**src/rtl/register_read_arbiter_pkg.sv**
```systemverilog
// Shared types and constants for the register-file read arbiter.
package register_read_arbiter_pkg;

  localparam int unsigned ADDR_W    = 5;
  localparam int unsigned DATA_W    = 16;
  localparam int unsigned NUM_SLOTS = 4;
  localparam int unsigned SLOT_W    = 2;
  localparam int unsigned CNT_W     = 3;

  typedef enum logic {
    IDLE   = 1'b0,
    PHASE2 = 1'b1
  } state_e;

  // Slot order follows program order across the two decode lanes
  localparam logic [SLOT_W-1:0] SLOT_A1 = 2'd0;
  localparam logic [SLOT_W-1:0] SLOT_A2 = 2'd1;
  localparam logic [SLOT_W-1:0] SLOT_B1 = 2'd2;
  localparam logic [SLOT_W-1:0] SLOT_B2 = 2'd3;

  typedef struct packed {
    logic              valid;
    logic              op1_en;
    logic              op2_en;
    logic [ADDR_W-1:0] op1_addr;
    logic [ADDR_W-1:0] op2_addr;
  } lane_req_t;

  function automatic logic [NUM_SLOTS-1:0] live_mask(input lane_req_t a, input lane_req_t b);
    logic [NUM_SLOTS-1:0] m;
    m          = '0;
    m[SLOT_A1] = a.valid & a.op1_en;
    m[SLOT_A2] = a.valid & a.op2_en;
    m[SLOT_B1] = b.valid & b.op1_en;
    m[SLOT_B2] = b.valid & b.op2_en;
    return m;
  endfunction

  function automatic logic [CNT_W-1:0] live_count(input logic [NUM_SLOTS-1:0] m);
    logic [CNT_W-1:0] c;
    c = '0;
    for (int i = 0; i < NUM_SLOTS; i++) begin
      c = c + CNT_W'(m[i]);
    end
    return c;
  endfunction

endpackage

```
**src/rtl/register_read_arbiter_if.sv**
```systemverilog
// Decode-lane, register-file and stall-unit signals of the read arbiter.
interface register_read_arbiter_if;
  import register_read_arbiter_pkg::*;

  logic              laneAValid_i;
  logic              laneAOp1En_i;
  logic              laneAOp2En_i;
  logic [ADDR_W-1:0] laneAOp1Addr_i;
  logic [ADDR_W-1:0] laneAOp2Addr_i;
  logic              laneBValid_i;
  logic              laneBOp1En_i;
  logic              laneBOp2En_i;
  logic [ADDR_W-1:0] laneBOp1Addr_i;
  logic [ADDR_W-1:0] laneBOp2Addr_i;
  logic              rfPort0En_o;
  logic              rfPort1En_o;
  logic [ADDR_W-1:0] rfPort0Addr_o;
  logic [ADDR_W-1:0] rfPort1Addr_o;
  logic [DATA_W-1:0] rfPort0Data_i;
  logic [DATA_W-1:0] rfPort1Data_i;
  logic              laneAOutValid_o;
  logic              laneBOutValid_o;
  logic [DATA_W-1:0] laneAOp1Data_o;
  logic [DATA_W-1:0] laneAOp2Data_o;
  logic [DATA_W-1:0] laneBOp1Data_o;
  logic [DATA_W-1:0] laneBOp2Data_o;
  logic              registerAStall_o;
  logic              registerBStall_o;

  modport slave (
    input  laneAValid_i, laneAOp1En_i, laneAOp2En_i, laneAOp1Addr_i, laneAOp2Addr_i,
    input  laneBValid_i, laneBOp1En_i, laneBOp2En_i, laneBOp1Addr_i, laneBOp2Addr_i,
    input  rfPort0Data_i, rfPort1Data_i,
    output rfPort0En_o, rfPort1En_o, rfPort0Addr_o, rfPort1Addr_o,
    output laneAOutValid_o, laneBOutValid_o,
    output laneAOp1Data_o, laneAOp2Data_o, laneBOp1Data_o, laneBOp2Data_o,
    output registerAStall_o, registerBStall_o
  );

  modport master (
    output laneAValid_i, laneAOp1En_i, laneAOp2En_i, laneAOp1Addr_i, laneAOp2Addr_i,
    output laneBValid_i, laneBOp1En_i, laneBOp2En_i, laneBOp1Addr_i, laneBOp2Addr_i,
    output rfPort0Data_i, rfPort1Data_i,
    input  rfPort0En_o, rfPort1En_o, rfPort0Addr_o, rfPort1Addr_o,
    input  laneAOutValid_o, laneBOutValid_o,
    input  laneAOp1Data_o, laneAOp2Data_o, laneBOp1Data_o, laneBOp2Data_o,
    input  registerAStall_o, registerBStall_o
  );

endinterface

```
**src/rtl/read_slot_selector.sv**
```systemverilog
// Picks the first two live slots (or the third and fourth when skipping) in slot order.
module read_slot_selector
  import register_read_arbiter_pkg::*;
(
  input  logic [NUM_SLOTS-1:0] live_mask_i,
  input  logic                 skip_first_two_i,
  output logic                 sel0_vld_c,
  output logic [SLOT_W-1:0]    sel0_slot_c,
  output logic                 sel1_vld_c,
  output logic [SLOT_W-1:0]    sel1_slot_c
);

  logic [CNT_W-1:0] first_rank;
  logic [CNT_W-1:0] rank;

  always_comb begin
    sel0_vld_c  = 1'b0;
    sel0_slot_c = '0;
    sel1_vld_c  = 1'b0;
    sel1_slot_c = '0;
    first_rank  = skip_first_two_i ? CNT_W'(2) : CNT_W'(0);
    rank        = '0;
    for (int i = 0; i < NUM_SLOTS; i++) begin
      if (live_mask_i[i]) begin
        if (rank == first_rank) begin
          sel0_vld_c  = 1'b1;
          sel0_slot_c = SLOT_W'(i);
        end else if (rank == first_rank + CNT_W'(1)) begin
          sel1_vld_c  = 1'b1;
          sel1_slot_c = SLOT_W'(i);
        end
        rank = rank + CNT_W'(1);
      end
    end
  end

endmodule

```
**src/rtl/register_read_arbiter.sv**
```systemverilog
// Shares two synchronous register-file read ports between two decode lanes,
// splitting bundles needing more than two reads over two issue cycles.
module register_read_arbiter
  import register_read_arbiter_pkg::*;
(
  input logic                   clock_i,
  input logic                   reset_i,
  register_read_arbiter_if.slave bus
);

  state_e                           state_q, state_d;
  lane_req_t                        cap_a_q, cap_a_d, cap_b_q, cap_b_d;
  logic                             ret0_vld_q, ret0_vld_d, ret1_vld_q, ret1_vld_d;
  logic [SLOT_W-1:0]                ret0_slot_q, ret0_slot_d, ret1_slot_q, ret1_slot_d;
  logic                             out_a_vld_q, out_a_vld_d, out_b_vld_q, out_b_vld_d;
  logic [NUM_SLOTS-1:0][DATA_W-1:0] op_q, op_d;

  lane_req_t            lane_a_c, lane_b_c, src_a_c, src_b_c;
  logic [NUM_SLOTS-1:0] live_c;
  logic                 sel0_vld_c, sel1_vld_c;
  logic [SLOT_W-1:0]    sel0_slot_c, sel1_slot_c;
  logic                 port0_en_c, port1_en_c, stall_c;
  logic [ADDR_W-1:0]    port0_addr_c, port1_addr_c;

  assign lane_a_c = '{valid: bus.laneAValid_i, op1_en: bus.laneAOp1En_i, op2_en: bus.laneAOp2En_i,
                      op1_addr: bus.laneAOp1Addr_i, op2_addr: bus.laneAOp2Addr_i};
  assign lane_b_c = '{valid: bus.laneBValid_i, op1_en: bus.laneBOp1En_i, op2_en: bus.laneBOp2En_i,
                      op1_addr: bus.laneBOp1Addr_i, op2_addr: bus.laneBOp2Addr_i};

  // Second phase works only from the captured bundle; live lane inputs are ignored
  assign src_a_c = (state_q == PHASE2) ? cap_a_q : lane_a_c;
  assign src_b_c = (state_q == PHASE2) ? cap_b_q : lane_b_c;
  assign live_c  = live_mask(src_a_c, src_b_c);

  read_slot_selector u_slot_sel (
    .live_mask_i      (live_c),
    .skip_first_two_i (state_q == PHASE2),
    .sel0_vld_c       (sel0_vld_c),
    .sel0_slot_c      (sel0_slot_c),
    .sel1_vld_c       (sel1_vld_c),
    .sel1_slot_c      (sel1_slot_c)
  );

  function automatic logic [ADDR_W-1:0] slot_addr(input logic [SLOT_W-1:0] s,
                                                  input lane_req_t a, input lane_req_t b);
    case (s)
      SLOT_A1: return a.op1_addr;
      SLOT_A2: return a.op2_addr;
      SLOT_B1: return b.op1_addr;
      default: return b.op2_addr;
    endcase
  endfunction

  always_comb begin
    state_d      = state_q;
    cap_a_d      = cap_a_q;
    cap_b_d      = cap_b_q;
    ret0_vld_d   = 1'b0;
    ret0_slot_d  = '0;
    ret1_vld_d   = 1'b0;
    ret1_slot_d  = '0;
    out_a_vld_d  = 1'b0;
    out_b_vld_d  = 1'b0;
    port0_en_c   = 1'b0;
    port0_addr_c = '0;
    port1_en_c   = 1'b0;
    port1_addr_c = '0;
    stall_c      = 1'b0;

    // Returning data is visible on the operand outputs in the cycle it arrives
    op_d = op_q;
    if (ret0_vld_q) op_d[ret0_slot_q] = bus.rfPort0Data_i;
    if (ret1_vld_q) op_d[ret1_slot_q] = bus.rfPort1Data_i;

    if (reset_i) begin
      port0_en_c  = sel0_vld_c;
      port1_en_c  = sel1_vld_c;
      ret0_vld_d  = sel0_vld_c;
      ret0_slot_d = sel0_slot_c;
      ret1_vld_d  = sel1_vld_c;
      ret1_slot_d = sel1_slot_c;
      if (sel0_vld_c) port0_addr_c = slot_addr(sel0_slot_c, src_a_c, src_b_c);
      if (sel1_vld_c) port1_addr_c = slot_addr(sel1_slot_c, src_a_c, src_b_c);

      case (state_q)
        IDLE: begin
          if (lane_a_c.valid || lane_b_c.valid) begin
            cap_a_d = lane_a_c;
            cap_b_d = lane_b_c;
          end
          if (live_count(live_c) > CNT_W'(2)) begin
            stall_c = 1'b1;
            state_d = PHASE2;
          end else begin
            out_a_vld_d = lane_a_c.valid;
            out_b_vld_d = lane_b_c.valid;
          end
        end
        PHASE2: begin
          state_d     = IDLE;
          out_a_vld_d = cap_a_q.valid;
          out_b_vld_d = cap_b_q.valid;
        end
      endcase
    end
  end

  always_ff @(posedge clock_i) begin
    if (!reset_i) begin
      state_q     <= IDLE;
      cap_a_q     <= '0;
      cap_b_q     <= '0;
      ret0_vld_q  <= 1'b0;
      ret0_slot_q <= '0;
      ret1_vld_q  <= 1'b0;
      ret1_slot_q <= '0;
      out_a_vld_q <= 1'b0;
      out_b_vld_q <= 1'b0;
      op_q        <= '0;
    end else begin
      state_q     <= state_d;
      cap_a_q     <= cap_a_d;
      cap_b_q     <= cap_b_d;
      ret0_vld_q  <= ret0_vld_d;
      ret0_slot_q <= ret0_slot_d;
      ret1_vld_q  <= ret1_vld_d;
      ret1_slot_q <= ret1_slot_d;
      out_a_vld_q <= out_a_vld_d;
      out_b_vld_q <= out_b_vld_d;
      op_q        <= op_d;
    end
  end

  assign bus.rfPort0En_o      = port0_en_c;
  assign bus.rfPort0Addr_o    = port0_addr_c;
  assign bus.rfPort1En_o      = port1_en_c;
  assign bus.rfPort1Addr_o    = port1_addr_c;
  assign bus.registerAStall_o = stall_c;
  assign bus.registerBStall_o = stall_c;
  assign bus.laneAOutValid_o  = out_a_vld_q;
  assign bus.laneBOutValid_o  = out_b_vld_q;
  assign bus.laneAOp1Data_o   = op_d[SLOT_A1];
  assign bus.laneAOp2Data_o   = op_d[SLOT_A2];
  assign bus.laneBOp1Data_o   = op_d[SLOT_B1];
  assign bus.laneBOp2Data_o   = op_d[SLOT_B2];

endmodule
```
**src/flat_wrapper.sv**
```systemverilog
// flat-port wrapper written by rule: the top's interface ports become plain ports
module register_read_arbiter_flat import register_read_arbiter_pkg::*;
  (clock_i, reset_i, bus_laneAValid_i, bus_laneAOp1En_i, bus_laneAOp2En_i, bus_laneAOp1Addr_i, bus_laneAOp2Addr_i, bus_laneBValid_i, bus_laneBOp1En_i, bus_laneBOp2En_i, bus_laneBOp1Addr_i, bus_laneBOp2Addr_i, bus_rfPort0Data_i, bus_rfPort1Data_i, bus_rfPort0En_o, bus_rfPort1En_o, bus_rfPort0Addr_o, bus_rfPort1Addr_o, bus_laneAOutValid_o, bus_laneBOutValid_o, bus_laneAOp1Data_o, bus_laneAOp2Data_o, bus_laneBOp1Data_o, bus_laneBOp2Data_o, bus_registerAStall_o, bus_registerBStall_o);
  register_read_arbiter_if bus_i ();
  input logic clock_i;
  input logic reset_i;
  input wire logic [$bits(bus_i.laneAValid_i)-1:0] bus_laneAValid_i;
  input wire logic [$bits(bus_i.laneAOp1En_i)-1:0] bus_laneAOp1En_i;
  input wire logic [$bits(bus_i.laneAOp2En_i)-1:0] bus_laneAOp2En_i;
  input wire logic [$bits(bus_i.laneAOp1Addr_i)-1:0] bus_laneAOp1Addr_i;
  input wire logic [$bits(bus_i.laneAOp2Addr_i)-1:0] bus_laneAOp2Addr_i;
  input wire logic [$bits(bus_i.laneBValid_i)-1:0] bus_laneBValid_i;
  input wire logic [$bits(bus_i.laneBOp1En_i)-1:0] bus_laneBOp1En_i;
  input wire logic [$bits(bus_i.laneBOp2En_i)-1:0] bus_laneBOp2En_i;
  input wire logic [$bits(bus_i.laneBOp1Addr_i)-1:0] bus_laneBOp1Addr_i;
  input wire logic [$bits(bus_i.laneBOp2Addr_i)-1:0] bus_laneBOp2Addr_i;
  input wire logic [$bits(bus_i.rfPort0Data_i)-1:0] bus_rfPort0Data_i;
  input wire logic [$bits(bus_i.rfPort1Data_i)-1:0] bus_rfPort1Data_i;
  output wire logic [$bits(bus_i.rfPort0En_o)-1:0] bus_rfPort0En_o;
  output wire logic [$bits(bus_i.rfPort1En_o)-1:0] bus_rfPort1En_o;
  output wire logic [$bits(bus_i.rfPort0Addr_o)-1:0] bus_rfPort0Addr_o;
  output wire logic [$bits(bus_i.rfPort1Addr_o)-1:0] bus_rfPort1Addr_o;
  output wire logic [$bits(bus_i.laneAOutValid_o)-1:0] bus_laneAOutValid_o;
  output wire logic [$bits(bus_i.laneBOutValid_o)-1:0] bus_laneBOutValid_o;
  output wire logic [$bits(bus_i.laneAOp1Data_o)-1:0] bus_laneAOp1Data_o;
  output wire logic [$bits(bus_i.laneAOp2Data_o)-1:0] bus_laneAOp2Data_o;
  output wire logic [$bits(bus_i.laneBOp1Data_o)-1:0] bus_laneBOp1Data_o;
  output wire logic [$bits(bus_i.laneBOp2Data_o)-1:0] bus_laneBOp2Data_o;
  output wire logic [$bits(bus_i.registerAStall_o)-1:0] bus_registerAStall_o;
  output wire logic [$bits(bus_i.registerBStall_o)-1:0] bus_registerBStall_o;
  assign bus_i.laneAValid_i = bus_laneAValid_i;
  assign bus_i.laneAOp1En_i = bus_laneAOp1En_i;
  assign bus_i.laneAOp2En_i = bus_laneAOp2En_i;
  assign bus_i.laneAOp1Addr_i = bus_laneAOp1Addr_i;
  assign bus_i.laneAOp2Addr_i = bus_laneAOp2Addr_i;
  assign bus_i.laneBValid_i = bus_laneBValid_i;
  assign bus_i.laneBOp1En_i = bus_laneBOp1En_i;
  assign bus_i.laneBOp2En_i = bus_laneBOp2En_i;
  assign bus_i.laneBOp1Addr_i = bus_laneBOp1Addr_i;
  assign bus_i.laneBOp2Addr_i = bus_laneBOp2Addr_i;
  assign bus_i.rfPort0Data_i = bus_rfPort0Data_i;
  assign bus_i.rfPort1Data_i = bus_rfPort1Data_i;
  assign bus_rfPort0En_o = bus_i.rfPort0En_o;
  assign bus_rfPort1En_o = bus_i.rfPort1En_o;
  assign bus_rfPort0Addr_o = bus_i.rfPort0Addr_o;
  assign bus_rfPort1Addr_o = bus_i.rfPort1Addr_o;
  assign bus_laneAOutValid_o = bus_i.laneAOutValid_o;
  assign bus_laneBOutValid_o = bus_i.laneBOutValid_o;
  assign bus_laneAOp1Data_o = bus_i.laneAOp1Data_o;
  assign bus_laneAOp2Data_o = bus_i.laneAOp2Data_o;
  assign bus_laneBOp1Data_o = bus_i.laneBOp1Data_o;
  assign bus_laneBOp2Data_o = bus_i.laneBOp2Data_o;
  assign bus_registerAStall_o = bus_i.registerAStall_o;
  assign bus_registerBStall_o = bus_i.registerBStall_o;
  register_read_arbiter u_core (.clock_i(clock_i), .reset_i(reset_i), .bus(bus_i));
endmodule
```
**config.mk**
```make
export PLATFORM = sky130hd
export DESIGN_NAME = register_read_arbiter_flat
export DESIGN_NICKNAME = d
export VERILOG_FILES = /design/src/rtl/register_read_arbiter_pkg.sv /design/src/rtl/register_read_arbiter_if.sv /design/src/rtl/read_slot_selector.sv /design/src/rtl/register_read_arbiter.sv /design/src/flat_wrapper.sv
export SDC_FILE = /design/constraint.sdc
export NUM_CORES = 1
export LEC_CHECK = 0
export ABC_AREA = 1
export BUFFER_PORTS_ARGS = -buffer_cell sky130_fd_sc_hd__clkbuf_2
export CORE_AREA = 5 5 114 116
export CTS_CLUSTER_DIAMETER = 120
export DETAILED_ROUTE_END_ITERATION = 8
export DIE_AREA = 0 0 119 121
export MAX_ROUTING_LAYER = met4
export PLACE_DENSITY = 0.8
export SLEW_MARGIN = 20
export SYNTH_ARGS = -nofsm -noshare
export SYNTH_HDL_FRONTEND = slang
export SYNTH_HIERARCHICAL = 1
export SYNTH_SLANG_ARGS = --single-unit
```
**constraint.sdc**
```tcl
create_clock -name clock_i -period 8.4 [get_ports clock_i]
set_input_delay 1.68 -clock clock_i [delete_from_list [all_inputs] [get_ports clock_i]]
set_output_delay 1.68 -clock clock_i [all_outputs]
set_load 0.02 [all_outputs]
```
=== Word-level counts from Yosys, hierarchy flattened ===
Cells that the tools add are included.

* Flip-flop bits (word level): 99
* Input port bits: 60
* Output and inout bits: 80

* $add $sub $neg: 6
* $lt $le $gt $ge: 5
* Equal/unequal tests: 10
* Muxes and demuxes: 65
* Bitwise operators: 5
* Reductions and logical operators: 8

{| class="wikitable"
|+ Operators by type and width
! kind !! count
|-
| bitwise mux 64 bit || 2
|-
| 2-to-1 mux 64 bit || 2
|-
| demux 16 bit (select 2 bit) || 2
|-
| 2-to-1 mux 1 bit || 33
|-
| 2-to-1 mux 16 bit || 2
|-
| one-hot mux 5 bit (3 select lines) || 2
|-
| 2-to-1 mux 13 bit || 2
|-
| 2-to-1 mux 2 bit || 11
|-
| 2-to-1 mux 5 bit || 4
|-
| equality test 3 bit || 6
|-
| adder 3 x 1 -> 3 bit, second input constant || 3
|-
| adder 3 x 1 -> 3 bit || 2
|-
| zero test 3 bit || 2
|-
| less-than comparator 2 x 3 -> 1 bit, second input constant || 2
|-
| 2-to-1 mux 3 bit || 2
|-
| one-hot mux 1 bit (2 select lines) || 3
|-
| AND 1 bit || 4
|-
| equality test 2 x 1 -> 1 bit, second input constant || 2
|-
| equality test 2 bit, second input constant || 2
|-
| greater-or-equal comparator 2 x 1 -> 1 bit, second input constant || 2
|-
| zero test 2 bit || 2
|-
| greater-than comparator 3 x 2 -> 1 bit, second input constant || 1
|-
| adder 1 x 1 -> 2 bit || 1
|-
| logical AND 1 bit || 2
|-
| other kinds (3) || 3
|}

=== Depth between registers and ports, before layout ===
Gate-level depths: netlist of run 1.

* Depth after elaboration: 17
* Gate-level depth with buffers: 20

=== By module ===
Netlist of run 1, hierarchy kept.

{| class="wikitable"
|+ Modules (own cells, without submodules)
! module !! instances !! cells each !! area an instance (um2) !! seq. area each (um2)
|-
| register_read_arbiter || 1 || 933 || 5544.1 || 1981.9
|-
| read_slot_selector || 1 || 41 || 210.2 || 0.0
|}

=== Worst setup path before layout of run 1 ===
No wires, ideal clock.

* Path kind: in2out
* Start: input port bus_laneAValid_i
* End: output port bus_registerBStall_o
* Arrival: 3.841 ns
* Data required time: 6.720 ns
* Slack: 2.879 ns
* Stages on the path: 11
* Path through: nand2_1 > nand2_1 > nand2_1 > fa_1 > inv_1 > ha_1 > ha_1 > nand3b_1 > nand2_1 > nor3_1 > buf_4

* Word-level cells in the longest chain between the ends: 9

{| class="wikitable"
|+ RTL lines
! what !! RTL line !! RTL
|-
| start: declaration || flat_wrapper.sv:7 || <nowiki>input wire logic [$bits(bus_i.laneAValid_i)-1:0] bus_laneAValid_i;</nowiki>
|-
| 2-to-1 mux 13 bit (*) || register_read_arbiter.sv:31 || <nowiki>assign src_a_c = (state_q == PHASE2) ? cap_a_q : lane_a_c;</nowiki>
|-
| AND 1 bit (on tied branches) || register_read_arbiter_pkg.sv:32, register_read_arbiter_pkg.sv:33 ||
|-
| adder 1 x 1 -> 2 bit (*) || register_read_arbiter_pkg.sv:43 || <nowiki>c = c + CNT_W'(m[i]);</nowiki>
|-
| adder 3 x 1 -> 3 bit (*) (2 in series) || register_read_arbiter_pkg.sv:43 ||
|-
| greater-than comparator 3 x 2 -> 1 bit (*) || register_read_arbiter.sv:91 || <nowiki>if (live_count(live_c) > CNT_W'(2)) begin</nowiki>
|-
| 2-to-1 mux 1 bit (*) || register_read_arbiter.sv:91 ||
|-
| 2-to-1 mux 1 bit (*) || register_read_arbiter.sv:85 || <nowiki>case (state_q)</nowiki>
|-
| 2-to-1 mux 1 bit (*) || register_read_arbiter.sv:75 || <nowiki>if (reset_i) begin</nowiki>
|-
| end: declaration || flat_wrapper.sv:30 || <nowiki>output wire logic [$bits(bus_i.registerBStall_o)-1:0] bus_registerBStall_o;</nowiki>
|}

Every way passes the cells marked *; elsewhere a longest branch is shown, timed or not.

=== Final worst setup path of run 1 ===
* Start: input port bus_laneAValid_i
* End: output port bus_rfPort0Addr_o[0]

* Word-level cells in the longest chain between the ends: 14

{| class="wikitable"
|+ RTL lines
! what !! RTL line !! RTL
|-
| 2-to-1 mux 13 bit (*) || register_read_arbiter.sv:31 ||
|-
| AND 1 bit (*) || register_read_arbiter_pkg.sv:32 || <nowiki>m[SLOT_A1] = a.valid & a.op1_en;</nowiki>
|-
| via u_core.live_c[0] || register_read_arbiter.sv:19 || <nowiki>logic [NUM_SLOTS-1:0] live_c;</nowiki>
|-
| 2-to-1 mux 1 bit (*) || read_slot_selector.sv:24 || <nowiki>if (live_mask_i[i]) begin</nowiki>
|-
| adder 3 x 1 -> 3 bit || read_slot_selector.sv:32 || <nowiki>rank = rank + CNT_W'(1);</nowiki>
|-
| 2-to-1 mux 3 bit (*) || read_slot_selector.sv:24 ||
|-
| adder 3 x 1 -> 3 bit or equality test 3 bit (tied branches) || read_slot_selector.sv:32, read_slot_selector.sv:25 ||
|-
| 2-to-1 mux 3 bit or 2-to-1 mux 2 bit (tied branches) || read_slot_selector.sv:24, read_slot_selector.sv:25 ||
|-
| equality test 3 bit or 2-to-1 mux 2 bit (tied branches) || read_slot_selector.sv:25, read_slot_selector.sv:24 ||
|-
| 2-to-1 mux 2 bit || read_slot_selector.sv:25 || <nowiki>if (rank == first_rank) begin</nowiki>
|-
| 2-to-1 mux 2 bit (*) || read_slot_selector.sv:24 ||
|-
| via u_core.ret0_slot_d[1] || register_read_arbiter.sv:14 || <nowiki>logic [SLOT_W-1:0] ret0_slot_q, ret0_slot_d, ret1_slot_q, ret1_slot_d;</nowiki>
|-
| equality test 2 bit, or another cell as far along || register_read_arbiter.sv:46 || <nowiki>case (s)</nowiki>
|-
| one-hot mux 5 bit (3 select lines) (*) || register_read_arbiter.sv:46 ||
|-
| 2-to-1 mux 5 bit (*) || register_read_arbiter.sv:82 || <nowiki>if (sel0_vld_c) port0_addr_c = slot_addr(sel0_slot_c, src_a_c, src_b_c);</nowiki>
|-
| 2-to-1 mux 5 bit (*) || register_read_arbiter.sv:75 ||
|-
| end: declaration || flat_wrapper.sv:21 || <nowiki>output wire logic [$bits(bus_i.rfPort0Addr_o)-1:0] bus_rfPort0Addr_o;</nowiki>
|}

Mark *: on every way through the listed nets, which the timed path passes. The rest lies on a longest branch.

==> results of run 1 <==
==> cell families after synthesis <==
logic type,Yosys count,synth area share [%]
fa+ha+maj,6,1.44
compound gates,38,3.30
buf+inv,190,13.1
xor+xnor,1,0.152
flops,99,34.4
simple gates,640,47.6
==> metal layers <==
metal | vias to the layer above | global-route usage, % | share of wire [%]
met5 | - | - | 0
met4 | 0 | 5.43 | 0.95
met3 | 16 | 6.48 | 12
met1 | 2839 | 31.0 | 43
met2 | 326 | 34.8 | 44
li1 | 3217 | - | -
==> worst max-delay path: stages <==
cell      delay [ps]
clkbuf_2          90
nand2_1           70
nand2_1          130
nand2_1           90
inv_1            110
inv_1             70
ha_1             320
inv_1             80
nand2_1           80
a21oi_1          180
nand2_2           80
nand2_1          230
nand2_1          200
inv_1            180
nand2_1           80
nand2_1           70
nor2_1            50
clkbuf_2         150
==> Yosys cell counts (all sizes together) <==
cell type / n
or2: 5
dfxtp: 99
inv: 134
nand3: 88
buf: 34
fa: 1
nand3b: 1
xnor2: 1
clkbuf: 22
a21oi: 7
nor3: 2
nor2: 130
nand2: 350
ha: 5
o21ai: 31
nand4: 64
==> cell type report <==
type | instances | area, um2 | share of cell area [%]
flip-flops and latches | 99 | 1980 | 29.6
well taps | 147 | 184 | 2.75
clock inverters | 5 | 40.0 | 0.598
inverters | 134 | 503 | 7.51
clock buffers | 9 | 225 | 3.36
multi-input cells | 685 | 3020 | 45.1
repair buffers | 145 | 741 | 11.1
==> flip-flops by register name, summed over array words and instances (netlist names) <==
signal and cells:
u_core/ret1_slot_q 2, u_core/ret0_slot_q 2, u_core/bus.laneAOutValid_o 1, u_core/cap_a_q 13
u_core/bus.laneBOutValid_o 1, u_core/op_q 64, u_core/ret1_vld_q 1, u_core/cap_b_q 13
u_core/state_q 1, u_core/ret0_vld_q 1
==> power by group through the flow <==
stage          combinational, W  sequential (W)  clock, W
2_1_floorplan          0.000393        0.000543         0
3_3_place_gp           0.000542        0.000541         0
3_5_place_dp           0.000544        0.000542         0
4_1_cts                0.000547        0.000532  0.000384
5_1_grt                0.000614        0.000536  0.000404
6_report               0.000550        0.000532  0.000377
==> worst max-delay path by stage <==
stage,cells past startpoint,start,endpoint,slack (ps)
finish,18,bus_laneAValid_i,bus_rfPort0Addr_o[0],2790
floorplan,11,bus_laneAValid_i,bus_registerBStall_o,2880
detailed placement,19,bus_laneAValid_i,bus_rfPort0Addr_o[2],2850
global placement,19,bus_laneAValid_i,bus_rfPort0Addr_o[2],2870
global route,18,bus_laneAValid_i,bus_rfPort0Addr_o[0],2440
CTS,19,bus_laneAValid_i,bus_rfPort0Addr_o[2],2830
==> per-stage QoR <==
| stage | utilization (%) | total power [W] |
|---|---|---|
| 5_1_grt | 56.7 | 0.00155 |
| 3_3_place_gp | 54.4 | 0.00108 |
| 6_report | 56.7 | 0.00146 |
| 3_5_place_dp | 54.4 | 0.00109 |
| 4_1_cts | 56.7 | 0.00146 |
| 2_1_floorplan | - | 0.000936 |
==> placed cells by master, fill, tap and decap left out, types with 7 or more instances in the layout <==
master	n
nand2_1	345
clkbuf_2	139
nor2_1	129
inv_1	125
dfxtp_1	98
nand3_1	82
nand4_1	64
o21ai_0	30
clkbuf_16	9
inv_2	9
a21oi_1	7
==> results by group, run 1 <==
Floorplan
  • Row cnt: 40
  • Die W: approximately 120 um
  • Starting Density: approximately half
  • Core box area: between 10000 and 15000 um2
  • Ports: 140
  • Die area: between 10000 and 15000 um2
  • Die Y: around 120 um

Route
  • Detailed-route vias per instance: ~5.2
  • WL per Instance: ~14 um
  • WL final: 16800 um
  • Initial drt markers: ~880
  • TritonRoute pass-1 iters: 5
  • Final routed DRC violation total: 0
  • Via Count: 6398
  • Final ANT Viol Nets: 0

Pwr
  • Lkg Pwr: around 4 nW
  • VDD IR-drop max: 0.000133 V
  • Power share of the sequential group: 36.5%
  • Internal power: between 0.0008 and 0.0009 W
  • Cell area power density: 218 nW/um2
  • Sw frac: about two fifths
  • Net Switching: 0.000586 W
  • Combinational Power Share: 37.7%
  • Clock share of power: about 26%

STA
  • Skew final: between 10 and 15 ps
  • RSZ-0062 raised after global routing: false
  • Period minus WS final: between 5000 and 6000 ps
  • Hold Violations, Final: 0
  • Slew margin rel.: around 48%
  • Worst-Margin Slew: 771 ps
  • Setup ws final: about 2800 ps
  • Setup violation total in the final timing report: 0
  • Achievable Freq: between 150 and 200 MHz
  • Slew Viols, Final: 0
  • Setup TNS: 0 ps
  • Period utilization: approximately 67%
  • Worst hold margin: 456 ps

Finish
  • Ant. Diodes: 0
  • Fillers: about 1200
  • Post-Layout Cell Count: 1224
  • Area growth syn-to-layout: 16.3%
  • Finished Cell Area: ~6700 um2
  • Layout cells sized above 1: about 17%
  • Final nets: between 1000 and 1500

Min path
  • Startpoint of the worst hold path: u_core/cap_b_q[5]
  • Hold path cells: 2
  • Hold endpoint: u_core/cap_b_q[5]
  • Hold Crit Class: reg2reg

CTS
  • Post-CTS sizing: 0
  • Post-CTS setup buffers: 0
  • Clk buf depth: 2
  • CTS tree: built
  • # H-tree levels: 3
  • Clock transition at path regs: approximately 70 ps
  • CTS buffer count: 9
  • Worst-Skew Late Latency: ~350 ps
  • Hold_buf cts: 0
  • Clk sinks: 99
  • Clock root cell: clkbuf_16

Worst setup path
  • R2R cell count: 15
  • CP Launch Type: input pin
  • R2R Setup Slk: 5570 ps
  • Worst R2R Start: u_core/state_q
  • CP Max Fanout: 9
  • Crit path required time: 6720 ps
  • Critical Path Sink Type: output port
  • RR Endpoint: u_core/bus.laneAOutValid_o
  • Critical path class: in2out
  • Crit path DAT: about 4000 ps

Synth
  • Synth area leader: dfxtp_1
  • Sequential fraction of the synthesis area: 34.4%
  • Syn_area_per_cell: 5.91 um2
  • Mapped Cells: between 900 and 1000
  • Post-Syn Nets: between 1000 and 1500
  • Syn. warnings: 6
  • Synth top area cells: dfxtp_1 (34%), nand2_1 (23%), nor2_1 (8.4%)
  • Synth cell types: 23
  • Share of the synthesized area in the top cell type: 34.4%
  • Syn Std Cell Area: between 5000 and 6000 um2
  • Yosys reg bits: between 90 and 100

Placement
  • Post-DP HPWL: around 12000 um
  • GPL Wtd Cong: ~0.94
  • Port Buffers: between 100 and 150
  • Placed cell areas: 6430 um2
  • Cells after DPL: between 1000 and 1500
  • Place WS: 2850 ps

Global routing
  • Overflow after GRT: 0
  • Initial antenna violation count: 0
  • Tot GR Track Use: between 20% and 30%
  • Largest net degree at the start of global routing: just under 70
  • Vias in the first global route: 5571
  • First-pass GRT wire length: about 27000 um

Job
  • Max cap viols: 0

Status
  • Outcome: finished clean
(Power assumes the default switching activity.)
==> inputs of run 2 (changes only) <==
--- a/config.mk
+++ b/config.mk
@@ -5,14 +5,14 @@
 export SDC_FILE = /design/constraint.sdc
 export NUM_CORES = 1
 export LEC_CHECK = 0
-export ABC_AREA = 1
+export ABC_AREA = 0
 export BUFFER_PORTS_ARGS = -buffer_cell sky130_fd_sc_hd__clkbuf_2
-export CORE_AREA = 5 5 114 116
+export CORE_AREA = 5 5 115 117
 export CTS_CLUSTER_DIAMETER = 120
 export DETAILED_ROUTE_END_ITERATION = 8
-export DIE_AREA = 0 0 119 121
+export DIE_AREA = 0 0 120 122
 export MAX_ROUTING_LAYER = met4
-export PLACE_DENSITY = 0.8
+export PLACE_DENSITY = 0.82
 export SLEW_MARGIN = 20
 export SYNTH_ARGS = -nofsm -noshare
 export SYNTH_HDL_FRONTEND = slang
==> constraint.sdc (replaced) <==
create_clock -name clock_i -period 5.15 [get_ports clock_i]
set_input_delay 1.03 -clock clock_i [delete_from_list [all_inputs] [get_ports clock_i]]
set_output_delay 1.03 -clock clock_i [all_outputs]
set_load 0.02 [all_outputs]
==> run 2 against run 1 <==
Net effect: register-to-register slack lost 3500 ps; sequential power increased by 60%; critical path type unchanged; total power up 41%; largest power group is now registers; area after synthesis is 0.63% higher; clock power rose by 77%.
==> results by group, run 2 <==
Status
  • Outcome: finished clean (unchanged)

CTS
  • Clk sinks: 99 (unchanged)
  • Clock root cell: clkbuf_16 (unchanged)
  • Clk buf depth: 2 (unchanged)
  • # H-tree levels: 3 (unchanged)
  • CTS tree: built (unchanged)
  • Clock transition at path regs: 60 ps (was 70 ps)
  • Worst-Skew Late Latency: 350 ps (about the same)
  • Post-CTS setup buffers: 0 (unchanged)
  • Hold_buf cts: 0 (unchanged)
  • Post-CTS sizing: 0 (unchanged)
  • CTS buffer count: 9 (unchanged)

Floorplan
  • Starting Density: 47.2% (was 48.7%)
  • Ports: 140 (unchanged)
  • Row cnt: 41 (was 40)
  • Die Y: 122 um (was 121 um)
  • Die area: 14600 um2 (was 14400 um2)
  • Die W: 120 um (was 119 um)
  • Core box area: 12300 um2 (was 11800 um2)

Pwr
  • Power share of the sequential group: 41.5% (was 36.5%)
  • Clock share of power: 32.4% (was 25.8%)
  • Internal power: 0.00139 W (was 0.000873 W)
  • Sw frac: 32.3% (was 40.2%)
  • Power, Total: 0.00206 W (was 0.00146 W)
  • Combinational Power Share: 26.1% (was 37.7%)
  • Cell area power density: 306 nW/um2 (was 218 nW/um2)
  • VDD IR-drop max: 0.000152 V (was 0.000133 V)
  • Net Switching: 0.000666 W (was 0.000586 W)
  • Lkg Pwr: 2.88 nW (was 3.99 nW)

Global routing
  • Vias in the first global route: 5173 (was 5571)
  • Initial antenna violation count: 0 (unchanged)
  • Tot GR Track Use: 22.3% (was 23.1%)
  • First-pass GRT wire length: 25800 um (was 27000 um)
  • Largest net degree at the start of global routing: 82 (was 69)
  • Overflow after GRT: 0 (unchanged)

Finish
  • Fillers: 1133 (was 1226)
  • Commonest non-fill, non-tap cell in the layout: clkbuf_2 (was nand2_1)
  • Largest Register: u_core/op_q (unchanged)
  • Top flop regs: u_core/op_q (64), u_core/cap_a_q (13), u_core/cap_b_q (13) (unchanged)
  • Fin util: 54.9% (was 56.7%)
  • Final nets: 883 (was 1140)
  • Ant. Diodes: 0 (unchanged)
  • Most frequent cells in the layout: clkbuf_2 (139), nor2_1 (120), dfxtp_1 (99) (was nand2_1 (345), clkbuf_2 (139), nor2_1 (129))
  • Area growth syn-to-layout: 16.3% (about the same)
  • Layout cells sized above 1: 23.8% (was 17.3%)
  • Largest register FFs: 64 (unchanged)

STA
  • RSZ-0062 raised after global routing: false (unchanged)
  • Setup ws final: 360 ps (was 2790 ps)
  • Achievable Freq: between 200 and 250 MHz
  • Worst-Margin Slew: 1030 ps (was 771 ps)
  • Setup violation total in the final timing report: 0 (unchanged)
  • Slew Viols, Final: 0 (unchanged)
  • Period utilization: just over 90%
  • Period minus WS final: around 4800 ps
  • Slew margin rel.: 31.3% (was 48.5%)
  • Setup TNS: 0 ps (unchanged)
  • Hold Violations, Final: 0 (unchanged)
  • Skew final: 10.8 ps (was 11.4 ps)

Route
  • Initial drt markers: 495 (was 884)
  • Final routed DRC violation total: 0 (unchanged)
  • WL per Instance: 16.5 um (was 13.7 um)
  • Via Count: 5695 (was 6398)
  • TritonRoute pass-1 iters: 6 (was 5)
  • Detailed-route vias per instance: 5.87 (was 5.23)
  • WL final: 16000 um (was 16800 um)
  • Final ANT Viol Nets: 0 (unchanged)

Synth
  • Asr flop ratio synth: 0% (unchanged)
  • Mapped Cells: 721 (was 974)
  • Synth top area cells: dfxtp_1 (34%), nor2_1 (7.8%), nor3b_1 (6.4%) (was dfxtp_1 (34%), nand2_1 (23%), nor2_1 (8.4%))
  • Syn_area_per_cell: 8.03 um2 (was 5.91 um2)
  • Post-Syn Nets: 787 (was 1040)
  • Syn. warnings: 6 (unchanged)
  • Synth cell types: 45 (was 23)
  • EDFF count, synth: 0 (unchanged)
  • Commonest cells in the netlist: nor2_1 (120), dfxtp_1 (99), nand2_1 (93) (was nand2_1 (345), nor2_1 (129), inv_1 (126))
  • Synth area leader: dfxtp_1 (unchanged)
  • Syn Std Cell Area: 5790 um2 (was 5750 um2)
  • Share of the synthesized area in the top cell type: 34.2% (was 34.4%)
  • Main synth FF type: dfxtp_1 (unchanged)
  • Sequential fraction of the synthesis area: 34.2% (was 34.4%)
  • Yosys reg bits: 99 (unchanged)
  • Most common cell in the netlist: nor2_1 (was nand2_1)

Worst setup path
  • CP Max Fanout: 8 (was 9)
  • Critical path class: in2out (unchanged)
  • Crit path required time: 4120 ps (was 6720 ps)
  • Crit path DAT: 3760 ps (was 3930 ps)
  • Critical Path Sink Type: output port (unchanged)
  • CP Launch Type: input pin (unchanged)

Placement
  • Port Buffers: 139 (unchanged)
  • Place WS: 365 ps (was 2850 ps)
  • Post-DP HPWL: 11500 um (was 11700 um)
  • GPL Wtd Cong: 0.899 (was 0.941)

Min path
  • Hold Crit Class: reg2reg (unchanged)

Job
  • Max cap viols: 0 (unchanged)
## run 2: cell count changes after synthesis, moves of 39 or more
cell	change
nor3b_1	+49
nand2_1	-252
nand3_1	-75
nand4_1	-64
inv_1	-115
a211oi_1	+39
## run 2: through the flow
step	hold WS [ps]	area, um2	std cells
floorplan	440	5790	721
global placement	448	6450	956
detailed placement	457	6450	956
CTS	466	6730	971
global route	484	6730	971
finish	462	6730	971
## run 2: cells by family (layout without fill, tap and decap cells)
kind of cell	count (synthesis)	in the layout	share of synthesized area [%]
buffers and inverters	76	176	6.03
AO/OA/AOI/OAI	171	171	21.2
XOR/XNOR	2	2	0.303
AND/OR/NAND/NOR	346	346	32.9
flip-flops	99	99	34.2
multiplexers	21	21	3.95
adder cells (fa/ha/maj)	6	6	1.43
## run 2: final timing paths
check	startpoint	slack, ps	end	depth (start not counted)
setup / recovery	bus_laneAValid_i	360	bus_rfPort0Addr_o[1]	13
hold / removal	u_core/cap_b_q[9]	460	u_core/cap_b_q[9]	2
setup reg to reg	u_core/state_q	2100	u_core/bus.laneBOutValid_o	10
hold reg to reg	u_core/cap_b_q[9]	460	u_core/cap_b_q[9]	2
## run 2: power groups by stage
stage	combinational [W]	sequential [W]	clock (W)
2_1_floorplan	0.000394	0.000850	0
3_3_place_gp	0.000528	0.000867	0
3_5_place_dp	0.000534	0.000870	0
4_1_cts	0.000536	0.000852	0.000683
5_1_grt	0.000588	0.000860	0.000711
6_report	0.000537	0.000853	0.000667
## run 2: worst max-delay path: stages
cell and delay [ps]:
clkbuf_2 120, nand2_1 70, o21a_1 200, inv_1 140
inv_2 60, ha_1 390, inv_1 90, o21ai_0 150
a21oi_1 50, a211oi_1 660, o21ai_0 190, a221oi_1 360
clkbuf_2 230
## run 2: area by class of cell
class | count | area, um2 | share of cell area [%]
clock inverters | 5 | 55.1 | 0.818
flip-flops and latches | 99 | 1980 | 29.4
clock buffers | 10 | 229 | 3.40
repair buffers | 149 | 771 | 11.4
inverters | 12 | 45.0 | 0.669
multi-input cells | 546 | 3460 | 51.4
well taps | 150 | 188 | 2.79
## run 2: layer usage
metal / GRT usage [%] / wire length (um)
met3: 4.69 / 1400
met4: 7.44 / 283
met2: 34.8 / 7360
met5: - / 0
met1: 28.9 / 6930
